<file path="config.mk">
export PLATFORM = sky130hd
export DESIGN_NAME = mcycle_ctrl
export DESIGN_NICKNAME = d
export VERILOG_FILES = /design/src/rtl/mcycle_ctrl.sv
export SDC_FILE = /design/constraint.sdc
export NUM_CORES = 1
export LEC_CHECK = 0
export CAP_MARGIN = 20
export CORE_MARGIN = 2
export CORE_UTILIZATION = 46
export CTS_CLUSTER_SIZE = 24
export DETAILED_ROUTE_END_ITERATION = 16
export HOLD_SLACK_MARGIN = 0.12
export PLACE_DENSITY = 0.85
export SETUP_SLACK_MARGIN = 0.2
export SLEW_MARGIN = 25
export SYNTH_ARGS = -nofsm -noshare
export SYNTH_HDL_FRONTEND = slang
export SYNTH_SLANG_ARGS = --single-unit
</file>
<file path="constraint.sdc">
create_clock -name clk -period 3.3 [get_ports clk]
set_clock_uncertainty 0.15 [all_clocks]
set_input_delay 0.66 -clock clk [delete_from_list [all_inputs] [get_ports clk]]
set_output_delay 0.66 -clock clk [all_outputs]
set_load 0.005 [all_outputs]
</file>
<file path="src/rtl/mcycle_ctrl.sv">
// mcycle_ctrl -- multi-cycle processor control FSM.
//
// Sequences fetch, decode and execution of one instruction at a time and
// produces the datapath strobes for the ALU, PC, IR, memory port and
// register file. Outputs are decoded from the current state. There are four
// exceptions: ir_write and pc_write in FETCH follow mem_ready, illegal in
// DECODE follows the opcode, and pc_write in BRANCH follows alu_zero_flag.
//
// Build option:
//   MCYCLE_CTRL_ADDI_EN  defined   -> opcode 1100 runs as ADDI (ADDI_EX/ADDI_WB)
//                        undefined -> opcode 1100 is reported as illegal
//
// Ports:
//   clk, rst_n          clock, asynchronous active-low reset
//   opcode              IR opcode field, valid from DECODE onward
//   alu_zero_flag       ALU result == 0
//   mem_ready           memory completion handshake
//   alu_sel             ALU operation (ADD=0111, SUB=1000, R-type = opcode)
//   alu_src_b           ALU B operand: 0 reg, 1 constant 1, 2 sign-ext imm
//   aluout_we           load ALU result register
//   pc_write, pc_src    PC load enable and source: 0 pc+1, 1 branch, 2 jump
//   ir_write            load instruction register
//   mem_req/we/byte     memory request, write, byte qualifier
//   reg_write/reg_dst   register-file write, rd (1) vs rt (0) select
//   mem_to_reg          write back memory data
//   illegal             one-cycle pulse on an undecodable opcode
//
// state    | meaning
// ---------+-------------------------------------------------
// FETCH    | read instruction, increment PC when memory ready
// DECODE   | compute branch target, latch opcode, dispatch
// EXEC_R   | R-type ALU operation
// WB_R     | write R-type result to rd
// ADDR     | compute load/store address
// MEM_RD   | memory read, wait for ready
// WB_MEM   | write load data to rt
// MEM_WR   | memory write, wait for ready
// BRANCH   | compare operands, load branch target if equal
// JUMP     | load jump target
// ADDI_EX  | add immediate (build option only)
// ADDI_WB  | write immediate result to rt (build option only)

module mcycle_ctrl #(
    parameter int op_size = 4
) (
    input  logic               clk,
    input  logic               rst_n,
    input  logic [op_size-1:0] opcode,
    input  logic               alu_zero_flag,
    input  logic               mem_ready,
    output logic [op_size-1:0] alu_sel,
    output logic [1:0]         alu_src_b,
    output logic               aluout_we,
    output logic               pc_write,
    output logic [1:0]         pc_src,
    output logic               ir_write,
    output logic               mem_req,
    output logic               mem_we,
    output logic               mem_byte,
    output logic               reg_write,
    output logic               reg_dst,
    output logic               mem_to_reg,
    output logic               illegal
);

    localparam logic [op_size-1:0] OP_LW   = op_size'(1);
    localparam logic [op_size-1:0] OP_LB   = op_size'(2);
    localparam logic [op_size-1:0] OP_SB   = op_size'(4);
    localparam logic [op_size-1:0] OP_AND  = op_size'(5);
    localparam logic [op_size-1:0] OP_SLT  = op_size'(9);
    localparam logic [op_size-1:0] OP_BEQ  = op_size'(10);
    localparam logic [op_size-1:0] OP_J    = op_size'(11);
`ifdef MCYCLE_CTRL_ADDI_EN
    localparam logic [op_size-1:0] OP_ADDI = op_size'(12);
`endif
    localparam logic [op_size-1:0] ALU_ADD = op_size'(7);
    localparam logic [op_size-1:0] ALU_SUB = op_size'(8);

    typedef enum logic [3:0] {
        S_FETCH, S_DECODE, S_EXEC_R, S_WB_R, S_ADDR,
        S_MEM_RD, S_WB_MEM, S_MEM_WR, S_BRANCH, S_JUMP
`ifdef MCYCLE_CTRL_ADDI_EN
        , S_ADDI_EX, S_ADDI_WB
`endif
    } state_t;

    state_t             state, state_nx;
    logic [op_size-1:0] op_q;
    logic               dec_illegal;

    always_ff @(posedge clk or negedge rst_n) begin
        if (!rst_n) begin
            state <= S_FETCH;
            op_q  <= '0;
        end else begin
            state <= state_nx;
            if (state == S_DECODE)
                op_q <= opcode;
        end
    end

    always_comb begin
        state_nx    = state;
        dec_illegal = 1'b0;
        case (state)
            S_FETCH:  if (mem_ready) state_nx = S_DECODE;
            S_DECODE: begin
                if (opcode >= OP_AND && opcode <= OP_SLT)
                    state_nx = S_EXEC_R;
                else if (opcode >= OP_LW && opcode <= OP_SB)
                    state_nx = S_ADDR;
                else if (opcode == OP_BEQ)
                    state_nx = S_BRANCH;
                else if (opcode == OP_J)
                    state_nx = S_JUMP;
`ifdef MCYCLE_CTRL_ADDI_EN
                else if (opcode == OP_ADDI)
                    state_nx = S_ADDI_EX;
`endif
                else begin
                    state_nx    = S_FETCH;
                    dec_illegal = 1'b1;
                end
            end
            S_EXEC_R: state_nx = S_WB_R;
            S_WB_R:   state_nx = S_FETCH;
            // op_q, not opcode: the IR field may already be changing here
            S_ADDR:   state_nx = (op_q == OP_LW || op_q == OP_LB) ? S_MEM_RD : S_MEM_WR;
            S_MEM_RD: if (mem_ready) state_nx = S_WB_MEM;
            S_WB_MEM: state_nx = S_FETCH;
            S_MEM_WR: if (mem_ready) state_nx = S_FETCH;
            S_BRANCH: state_nx = S_FETCH;
            S_JUMP:   state_nx = S_FETCH;
`ifdef MCYCLE_CTRL_ADDI_EN
            S_ADDI_EX: state_nx = S_ADDI_WB;
            S_ADDI_WB: state_nx = S_FETCH;
`endif
            default:  state_nx = S_FETCH;
        endcase
    end

    always_comb begin
        alu_sel    = ALU_ADD;
        alu_src_b  = 2'd0;
        aluout_we  = 1'b0;
        pc_write   = 1'b0;
        pc_src     = 2'd0;
        ir_write   = 1'b0;
        mem_req    = 1'b0;
        mem_we     = 1'b0;
        mem_byte   = 1'b0;
        reg_write  = 1'b0;
        reg_dst    = 1'b0;
        mem_to_reg = 1'b0;
        illegal    = 1'b0;
        // Reset silences every strobe at once, without waiting for the
        // state register to settle on a clock edge.
        if (rst_n) begin
            case (state)
                S_FETCH: begin
                    mem_req   = 1'b1;
                    alu_src_b = 2'd1;
                    ir_write  = mem_ready;
                    pc_write  = mem_ready;
                end
                S_DECODE: begin
                    alu_src_b = 2'd2;
                    aluout_we = 1'b1;
                    illegal   = dec_illegal;
                end
                S_EXEC_R: begin
                    alu_sel   = op_q;
                    aluout_we = 1'b1;
                end
                S_WB_R: begin
                    reg_write = 1'b1;
                    reg_dst   = 1'b1;
                end
                S_ADDR: begin
                    alu_src_b = 2'd2;
                    aluout_we = 1'b1;
                end
                S_MEM_RD: begin
                    mem_req  = 1'b1;
                    mem_byte = (op_q == OP_LB);
                end
                S_WB_MEM: begin
                    reg_write  = 1'b1;
                    mem_to_reg = 1'b1;
                end
                S_MEM_WR: begin
                    mem_req  = 1'b1;
                    mem_we   = 1'b1;
                    mem_byte = (op_q == OP_SB);
                end
                S_BRANCH: begin
                    alu_sel  = ALU_SUB;
                    pc_src   = 2'd1;
                    pc_write = alu_zero_flag;
                end
                S_JUMP: begin
                    pc_write = 1'b1;
                    pc_src   = 2'd2;
                end
`ifdef MCYCLE_CTRL_ADDI_EN
                S_ADDI_EX: begin
                    alu_src_b = 2'd2;
                    aluout_we = 1'b1;
                end
                S_ADDI_WB: reg_write = 1'b1;
`endif
                default: ;
            endcase
        end
    end

endmodule

</file>
* Yosys cells after proc, flatten, opt, wreduce, memory -nomap -nowiden *
Cells that the tools add are included.

operators by class
  bitwise operators = 0
  add/subtract/negate cells = 0
  div/mod/pow operators = 0
  muxes and demuxes = 39
  multipliers = 0
  order comparisons = 4
  shift operators = 0
  reductions and logical operators = 9
  equal/unequal tests = 17

operators by type and width
  kind                                                                                 number
  4-bit 2-to-1 mux                                                                     8
  4-bit one-hot mux with 6 select lines                                                1
  1-bit 2-to-1 mux                                                                     22
  4-bit by 3-bit equality test with 1-bit output, second input constant                5
  4-bit equality test, second input constant                                           4
  4-bit by 2-bit equality test with 1-bit output, second input constant                3
  4-bit by 1-bit equality test with 1-bit output, second input constant                2
  2-bit one-hot mux with 2 select lines                                                2
  4-bit one-hot mux with 2 select lines                                                1
  2-bit 2-to-1 mux                                                                     3
  2-bit inequality test, second input constant                                         3
  3-bit OR reduction                                                                   2
  4-bit by 1-bit greater-or-equal comparator with 1-bit output, second input constant  1
  4-bit by 3-bit greater-or-equal comparator with 1-bit output, second input constant  1
  4-bit by 3-bit less-or-equal comparator with 1-bit output, second input constant     1
  4-bit less-or-equal comparator, second input constant                                1
  4-bit logical NOT                                                                    1
  2-bit OR reduction                                                                   2
  1-bit one-hot mux with 3 select lines                                                1
  3-bit AND reduction                                                                  1
  1-bit logical AND                                                                    2
  1-bit one-hot mux with 2 select lines                                                1
  1-bit logical OR                                                                     1

storage, ports and cells
  output and inout port bits = 18
  word-level logic and storage cells = 71
  latch bits = 0
  RAM bits = 0
  bits in read-only memories = 0
  bits in registers = 8
  memories kept = 0
  input port bits = 8

* Longest topological paths before layout *
Gate-level depths: netlist of run 1.

  word-level depth = 7
  depth in mapped cells = 5
  gate-level depth less buffers = 4

* Least setup slack after synthesis of run 1 *
No wires, ideal clock.

  kind = input to output
  start point = input opcode[2]
  end point = output illegal
  arrival = 1.320 ns
  stages = 3
  required time = 2.490 ns
  slack = 1.170 ns
  path buffers = 0
  cells stage by stage = or3_1 -> o21ai_0 -> and3_1

on the way
  word-level cells in the longest chain between the ends = 7
  elaborated cells on any way between the ends = 14
  those cells by class = 4 x order compare; 2 x eq/ne; 6 x mux; 2 x reduce/logical

RTL lines
  item                 RTL line  source
  start: declaration   48        input logic [op_size-1:0] opcode,
  4-bit equality test  114       else if (opcode == OP_J)
  1-bit 2-to-1 mux     114
  1-bit 2-to-1 mux     112       else if (opcode == OP_BEQ)
  1-bit 2-to-1 mux     110       else if (opcode >= OP_LW && opcode <= OP_SB)
  1-bit 2-to-1 mux *   108       if (opcode >= OP_AND && opcode <= OP_SLT)
  1-bit 2-to-1 mux *   159       case (state)
  1-bit 2-to-1 mux *   158       if (rst_n) begin
  end: declaration     63        output logic illegal

Every way passes the cells marked *; elsewhere a longest branch is shown, timed or not.

* Worst setup path in the final report of run 1 *
  start point = input rst_n
  end point = output ir_write

on the way
  word-level cells in the longest chain between the ends = 1

RTL lines
  item                RTL line  source
  start: declaration  47        input logic rst_n,
  1-bit 2-to-1 mux    158
  end: declaration    56        output logic ir_write,

Every way passes these cells.

==> impl_summary.md, run 1 <==
Synth
The number of nets in the synthesized netlist is 104. The number of standard cells after synthesis is 96. The area of the mapped netlist is 711 um2. The post-synthesis register bit count is 8. The distinct cell type count of the synthesized netlist is 29. The synthesized area divided by synthesized cell count is 7.40 um2. The post-synthesis sequential area ratio is 28.2%. For this run, the number of Yosys warnings is 0.

Route
The number of nets still failing antenna checks after routing is 0. The detailed-route wire length is 1840 um. The via-per-instance ratio is 5.59.

In the routed design, unresolved DRC markers number 0. The violation count after the first detailed-routing iteration is 4. The total vias in the final route is 783. The first TritonRoute pass finished after 4 iterations.

After detailed routing, the average wire length per cell comes to 13.1 um.

Clock tree
The library cell used as clock root buffer is sky130_fd_sc_hd__clkbuf_4. In this run the number of H-tree levels came out at 1. The clock passes through at most 2 buffers. Clock-pin slew was measured on the worst setup and hold paths at 60 ps. The number of sinks driven by the clock tree is 8. Clock tree synthesis inserted a total of 3 buffers.

TritonCTS built the clock tree. The clock reaches the later pin of the worst-skew pair after 250 ps.

Setup path
In this design, the largest share of critical-path delay is due to buffers and inverters. The maximum fanout encountered on the critical timing path is 5. At the worst endpoint, the arrival time is 2290 ps. The sort of element at the start of the critical path is a primary input. The critical path capture point type is a primary output. The number of buffers and inverters on the critical path is 3. Walking the worst path, the cells encountered are clkdlybuf4s50_1 > buf_6 > nand3_1 > nor3_2 > and2_1 > clkdlybuf4s50_1. Among the stages of the critical path, the cell type that occurs most often is sky130_fd_sc_hd__clkdlybuf4s50_1.

STA puts the critical path data required time at 2490 ps. The largest incremental delay on the critical path is 510 ps. Among all stages on the critical path, the largest delay is contributed by sky130_fd_sc_hd__clkdlybuf4s50_1. The critical path start-end classification is primary input to primary output.

Placed design
The post-DP HPWL is 1350 um. The number of port buffers is 25. The cell count after placement is 134. At the end of routability-driven placement, the weighted congestion stood at 0.830.

Timing
For the pin with the worst max-slew slack, the measured transition is 567 ps. Setup violations remaining at the end of the flow were counted as 0. The final count of pins violating max slew was 0. The headroom to the max-slew limit is 62.2%. The final worst-path cycle share is 93.9%. Setup repair after global routing could not meet its margin everywhere.

The clock period could shrink to 3100 ps. The number of hold-slack violations in the final timing report is 0. Derived from the worst setup path, the maximum achievable clock frequency is 323 MHz. The final setup TNS is 0 ps.

Die
The total number of placement rows is 14. For this configuration, the core starts out at a cell density of 48.3%. The height of the die is 43.3 um. The full die area is 1880 um2. Measured along the x axis, the die boundary spans 43.3 um. The core region is 1470 um2. The top-level port count is 26.

Layout
Leaving out filler cells and counting taps, the final layout contains 140. The number of fillers in the final layout is 118. The proportion of layout cells with a drive suffix above 1 is 14.5%.

The diode insertion count for antenna repair is 0. The final net count is 134. Compared with the post-synthesis result, the final layout area differs by 43.5%.

GRT
The initial antenna violation count came to 0. The routing layer with the top usage in global route is met2. The wire length of the first global-routing pass is 3100 um. For this run, global-route usage on met1 was measured as 25.7%.

Summed over all layers, the global routing overflow is 0. The number of global-route vias before repair is 739. The routing usage on met3 is 2.98%. The global-route total usage across every layer is 21.8%. The largest net degree at the start of global routing is 20. For this run, global-route usage on met2 was measured as 39.1%.

Job
Max-cap violations in this run came to 0.

Outcome
The run finished with clean final reports.

Power
The highest ir drop seen on vdd is 0.418 mV. The leakage power of the design is 0.408 nW. For this design the ratio of total power to cell area is 612 nW/um2.

Worst hold path
In this run the worst hold path is classified as flop to flop.
metal layers:
layer,vias up,wire (um)
met2,25,930
met4,0,6
met1,367,807
met5,-,0
met3,2,94
li1,389,-
where the power goes:
| part | leakage [nW] | switching (W) | internal, W |
|---|---|---|---|
| sequential | 0.100 | 0.0000862 | 0.000136 |
| combinational | 0.293 | 0.000136 | 0.000191 |
| clock | 0.0138 | 0.0000340 | 0.0000417 |
through the flow:
stage / setup WS (ps) / instance area (um2) / power, W / utilization [%] / hold WS, ps
finish: 202 / 1020 / 0.000624 / 69.3 / 426
global route: 120 / 1020 / 0.000676 / 69.3 / 455
floorplan: 1170 / 711 / 0.000429 / - / 214
CTS: 207 / 991 / 0.000615 / 67.3 / 430
detailed placement: 133 / 958 / 0.000536 / 65.1 / 417
global placement: 152 / 958 / 0.000525 / 65.1 / 421
state kept, by name, indices dropped and copies added, names as in the netlist:
name	flops
op_q	4
state	4
logic make-up (layout without fill, tap and decap cells):
logic type,Yosys count,in the layout,synth area share (%)
and+or+nand+nor,52,52,37.1
AOI/OAI and AO/OA,20,20,16.4
DFF,8,8,28.2
buffers and inverters,8,36,6.87
muxes,4,4,6.34
xor gates and xnor gates,3,3,3.70
adders and majority gates,1,1,1.41
cell type report:
type	count	area (um2)	share of cell area, %
inverters	3	11.3	1.10
repair buffers	30	292	28.6
flip-flops and latches	8	200	19.6
well taps	16	20.0	1.96
clock buffers	3	22.5	2.21
multi-input cells	80	474	46.5
cells in the final DEF, fill, tap and decap left out, types with 2 or more instances in the layout:
master | netlist | layout
sky130_fd_sc_hd__o22ai_1 | 2 | 2
sky130_fd_sc_hd__xnor2_1 | 2 | 2
sky130_fd_sc_hd__nand2_1 | 8 | 8
sky130_fd_sc_hd__nor2_1 | 18 | 18
sky130_fd_sc_hd__clkdlybuf4s50_1 | 0 | 22
sky130_fd_sc_hd__nor3_1 | 9 | 8
sky130_fd_sc_hd__dfrtp_1 | 8 | 8
sky130_fd_sc_hd__a21oi_1 | 4 | 4
sky130_fd_sc_hd__dlygate4sd2_1 | 0 | 2
sky130_fd_sc_hd__mux2_2 | 4 | 4
sky130_fd_sc_hd__nand3_1 | 2 | 2
sky130_fd_sc_hd__and3_1 | 2 | 2
sky130_fd_sc_hd__clkbuf_4 | 0 | 3
sky130_fd_sc_hd__buf_4 | 0 | 4
sky130_fd_sc_hd__inv_1 | 2 | 2
sky130_fd_sc_hd__nor2b_1 | 6 | 5
sky130_fd_sc_hd__a31oi_1 | 2 | 2
sky130_fd_sc_hd__o21ai_0 | 8 | 8
path summary, 6_finish.rpt:
path / startpoint / endpoint / slack (ps) / cells after the start
hold reg to reg: op_q[3] / op_q[3] / 430 / 1
setup / recovery: rst_n / ir_write / 200 / 6
setup reg to reg: state[1] / op_q[0] / 1530 / 3
min in group asynchronous: rst_n / state[0] / 580 / 2
hold / removal: op_q[3] / op_q[3] / 430 / 1
max in group asynchronous: rst_n / op_q[1] / 2200 / 3
cell usage after synthesis (all sizes together):
master / instances / area, um2
nand2: 8 / 30.0
maj3: 1 / 10.0
a21oi: 4 / 20.0
inv: 3 / 11.3
a211oi: 1 / 7.51
buf: 5 / 37.5
xor2: 1 / 8.76
a31oi: 2 / 12.5
nor2: 18 / 67.6
and3: 2 / 12.5
nand4: 1 / 6.26
o21ai: 8 / 40.0
nor3: 10 / 61.3
nand3: 2 / 10.0
and2: 1 / 6.26
o41ai: 1 / 8.76
mux2: 4 / 45.0
or3: 2 / 12.5
o22ai: 2 / 12.5
o21a: 1 / 7.51
xnor2: 2 / 17.5
nand2b: 2 / 20.0
a21boi: 1 / 7.51
nor2b: 6 / 37.5
dfrtp: 8 / 200
timing repair:
item                                    4_1_cts  5_1_grt
resized for setup                             5        2
hold buffers                                  0        0
endpoints found under the setup margin        3        8
setup buffers                                 0        3
pin swaps                                     0        1
No activity file was read; power rests on OpenSTA's default activity.
==> inputs of run 2 (changes only) <==
Settings changed: CELL_PAD_IN_SITES_DETAIL_PLACEMENT from default to 0, CELL_PAD_IN_SITES_GLOBAL_PLACEMENT from default to 1, CORE_UTILIZATION 46 to 32.
==> run 2 against run 1 <==
Compared with the run above:
- cell count is 6.4% higher
- hold slack worse by 150 ps
- core utilization is 22 points lower
- flip-flop and latch count stayed put
- global-route usage is 5.8 points lower
- routed wire length is 5.7% higher
- worst setup slack better by 170 ps
- maximum frequency is 5.9% higher
- critical path depth is 1 lower
==> impl_summary.md, run 2 (same netlist as run 1, synthesis figures left out) <==
Layout
The library cells used most frequently in the layout, excluding fill and tap cells, are sky130_fd_sc_hd__clkdlybuf4s50_1 (21), sky130_fd_sc_hd__nor2_1 (18), sky130_fd_sc_hd__nor3_1 (9). The most common cell after layout, fill and taps aside is sky130_fd_sc_hd__clkdlybuf4s50_1. The sequential cells in the finished layout cover a total of 200 um2. The core utilization of the finished layout is 47.1%. The area growth from synthesis to layout is 42.3%. 0 antenna diodes ended up in the layout.

The multi-input combinational cells in the finished layout cover a total of 474 um2. In the final layout, the registers with the most flip-flops are op_q (4), state (4). The proportion of layout cells with a drive suffix above 1 is 11.6%. The number of fillers in the final layout is 231. The final net count is 131.

GRT
For this run the aggregate overflow at the end of global routing stands at 0. In the global route stage, overall resource usage came out at 16.0%. Entering global routing, the biggest net connects 20 pins. The initial antenna violation count came to 0.

The number of global-route vias before repair is 668. The first global-routing pass estimated 3200 um of wire.

Clock tree
CTS saw 8 sinks. The cell sitting at the root of the clock tree is a sky130_fd_sc_hd__clkbuf_4. For the worst-skew pair, the clock arrives at the later sink with an insertion delay of 260 ps. The clock-pin slew reported for the worst setup and hold paths after clock tree synthesis is 60 ps. In this run the deepest clock path goes through 2 buffers. TritonCTS built the clock tree. In this run, post-CTS hold repair placed 0 buffers. The number of CTS-inserted buffers is 3. In this run the number of H-tree levels came out at 1.

Power
In this run the power density over the cells is 616 nW/um2. The highest ir drop seen on vdd is 0.318 mV. Summed over all cells, the static leakage comes to 0.405 nW.

Setup path
The maximum fanout encountered on the critical timing path is 5. The endpoint arrival time on the critical path is 2110 ps. The end point of the critical path is illegal. The depth of the worst register-to-register path is 3. STA classifies the critical path endpoint as a primary output.

The largest incremental delay on the critical path is 500 ps. The critical path goes through dlygate4sd2_1 > or3_4 > o21ai_1 > and3_1 > clkdlybuf4s50_1. On the critical path, the stage with the largest delay is an instance of sky130_fd_sc_hd__clkdlybuf4s50_1. STA puts the critical path data required time at 2490 ps. The most critical setup path has its startpoint at opcode[2]. The sort of element at the start of the critical path is a primary input.

The launch instance of the worst register-to-register path is state[1]. The critical path is of the primary input to primary output type. The setup slack on the worst flop-to-flop path is 1520 ps.

The worst register-to-register path ends at op_q[2].

Timing
Timing would allow up to 342 MHz. Setup repair after global routing left no endpoint under its margin. The time the final worst path needs with I/O delays and setup is 2920 ps. The final worst-path cycle share is 88.6%. The final-report setup violation count is 0. The number of hold-slack violations in the final timing report is 0. The final setup TNS is 0 ps.

The headroom to the max-slew limit is 62.3%. The slew at the pin closest to its max-slew limit is 566 ps. The final count of pins violating max slew is 0.

Route
The routed wire length per instance is 13.0 um. In this run the remaining antenna-violating nets after routing total 0. Summed over all layers, the routed wires come to 1940 um. For this run, design rule violations remaining after detail routing come to 0. The detailed router finished its first iteration with 18 violations.

The first detailed-routing pass took 4 iterations. Using the TritonRoute via totals, the vias-per-cell ratio works out to 5.05. The routed layout has 752 vias.

Die
The die boundary width is 51.1 um. The height of the die is 51.1 um. After floorplanning, the core was sized to cover 2150 um2. The initial core utilization is 33.1%. The full die area is 2610 um2. During I/O placement, the number of pins put on the boundary was 26. The total number of placement rows is 17.

Placed design
The HPWL after detailed placement is 1490 um. Input and output buffers added on the ports amount to 25. The congestion estimate from routability-driven global placement came to 0.811.

Outcome
The run finished with clean final reports.

Job
The number of maximum-capacitance constraint violations is 0.

Worst hold path
The tightest min-delay check is of the primary input to asynchronous set/reset pin type.
[run 2: cell count changes in the layout (fill, tap and decap cells not counted)]
cell	previous run	this run
sky130_fd_sc_hd__clkdlybuf4s50_1	22	21
sky130_fd_sc_hd__nor2b_4	0	1
sky130_fd_sc_hd__buf_6	1	0
sky130_fd_sc_hd__o21ai_0	8	7
sky130_fd_sc_hd__buf_4	4	2
sky130_fd_sc_hd__o21ai_1	0	1
sky130_fd_sc_hd__nor3_1	8	9
sky130_fd_sc_hd__nor2b_2	1	0
sky130_fd_sc_hd__dlymetal6s2s_1	1	2
sky130_fd_sc_hd__nor3_2	1	0
[run 2: what timing repair did]
action | 4_1_cts | 5_1_grt
gates cloned | 0 | 0
pin swaps | 0 | 0
setup endpoints to repair | 2 | 4
resized for setup | 3 | 5
buffers inserted | 0 | 0
[run 2: worst min-delay path by stage]
| stage | endpoint | slack [ps] | start |
|---|---|---|---|
| CTS | op_q[3] | 450 | op_q[3] |
| finish | state[2] | 280 | rst_n |
| floorplan | op_q[0] | 210 | rst_n |
| global route | state[0] | 330 | rst_n |
| detailed placement | op_q[3] | 440 | op_q[3] |
| global placement | op_q[3] | 430 | op_q[3] |
[run 2: metrics by stage]
| stage | cells | cell area (um2) | setup WS [ps] | hold slack, ps | total power [W] |
|---|---|---|---|---|---|
| global route | 149 | 1010 | 287 | 332 | 0.000670 |
| finish | 149 | 1010 | 375 | 279 | 0.000623 |
| floorplan | 96 | 711 | 1170 | 214 | 0.000429 |
| CTS | 149 | 996 | 205 | 452 | 0.000629 |
| global placement | 146 | 973 | 169 | 429 | 0.000542 |
| detailed placement | 146 | 973 | 153 | 444 | 0.000549 |
[run 2: metal layers]
metal / up-vias / GRT usage, % / wire length (um)
li1: 387 / - / -
met1: 337 / 21.9 / 919
met2: 28 / 26.4 / 888
met3: 0 / 1.46 / 134
met4: 0 / 5.41 / 0
met5: - / 0 / 0
[run 2: worst max-delay path, delay by kind of cell]
| kind | cells | cell delay, ps |
|---|---|---|
| compound gates | 1 | 110 |
| buf+inv | 2 | 780 |
| simple gates | 2 | 560 |
[run 2: layout make-up]
| type | instances | share of cell area [%] |
|---|---|---|
| Clock buffer | 3 | 2.23 |
| Inverter | 3 | 1.11 |
| Multi-Input combinational cell | 80 | 46.9 |
| Sequential cell | 8 | 19.8 |
| Tap cell | 28 | 3.47 |
| Timing Repair Buffer | 27 | 26.5 |
[run 2: report_power, final]
part / switching, W / internal [W] / leakage (nW)
Combinational: 0.000139 / 0.000183 / 0.291
Clock: 0.0000343 / 0.0000417 / 0.0138
Sequential: 0.0000894 / 0.000136 / 0.100
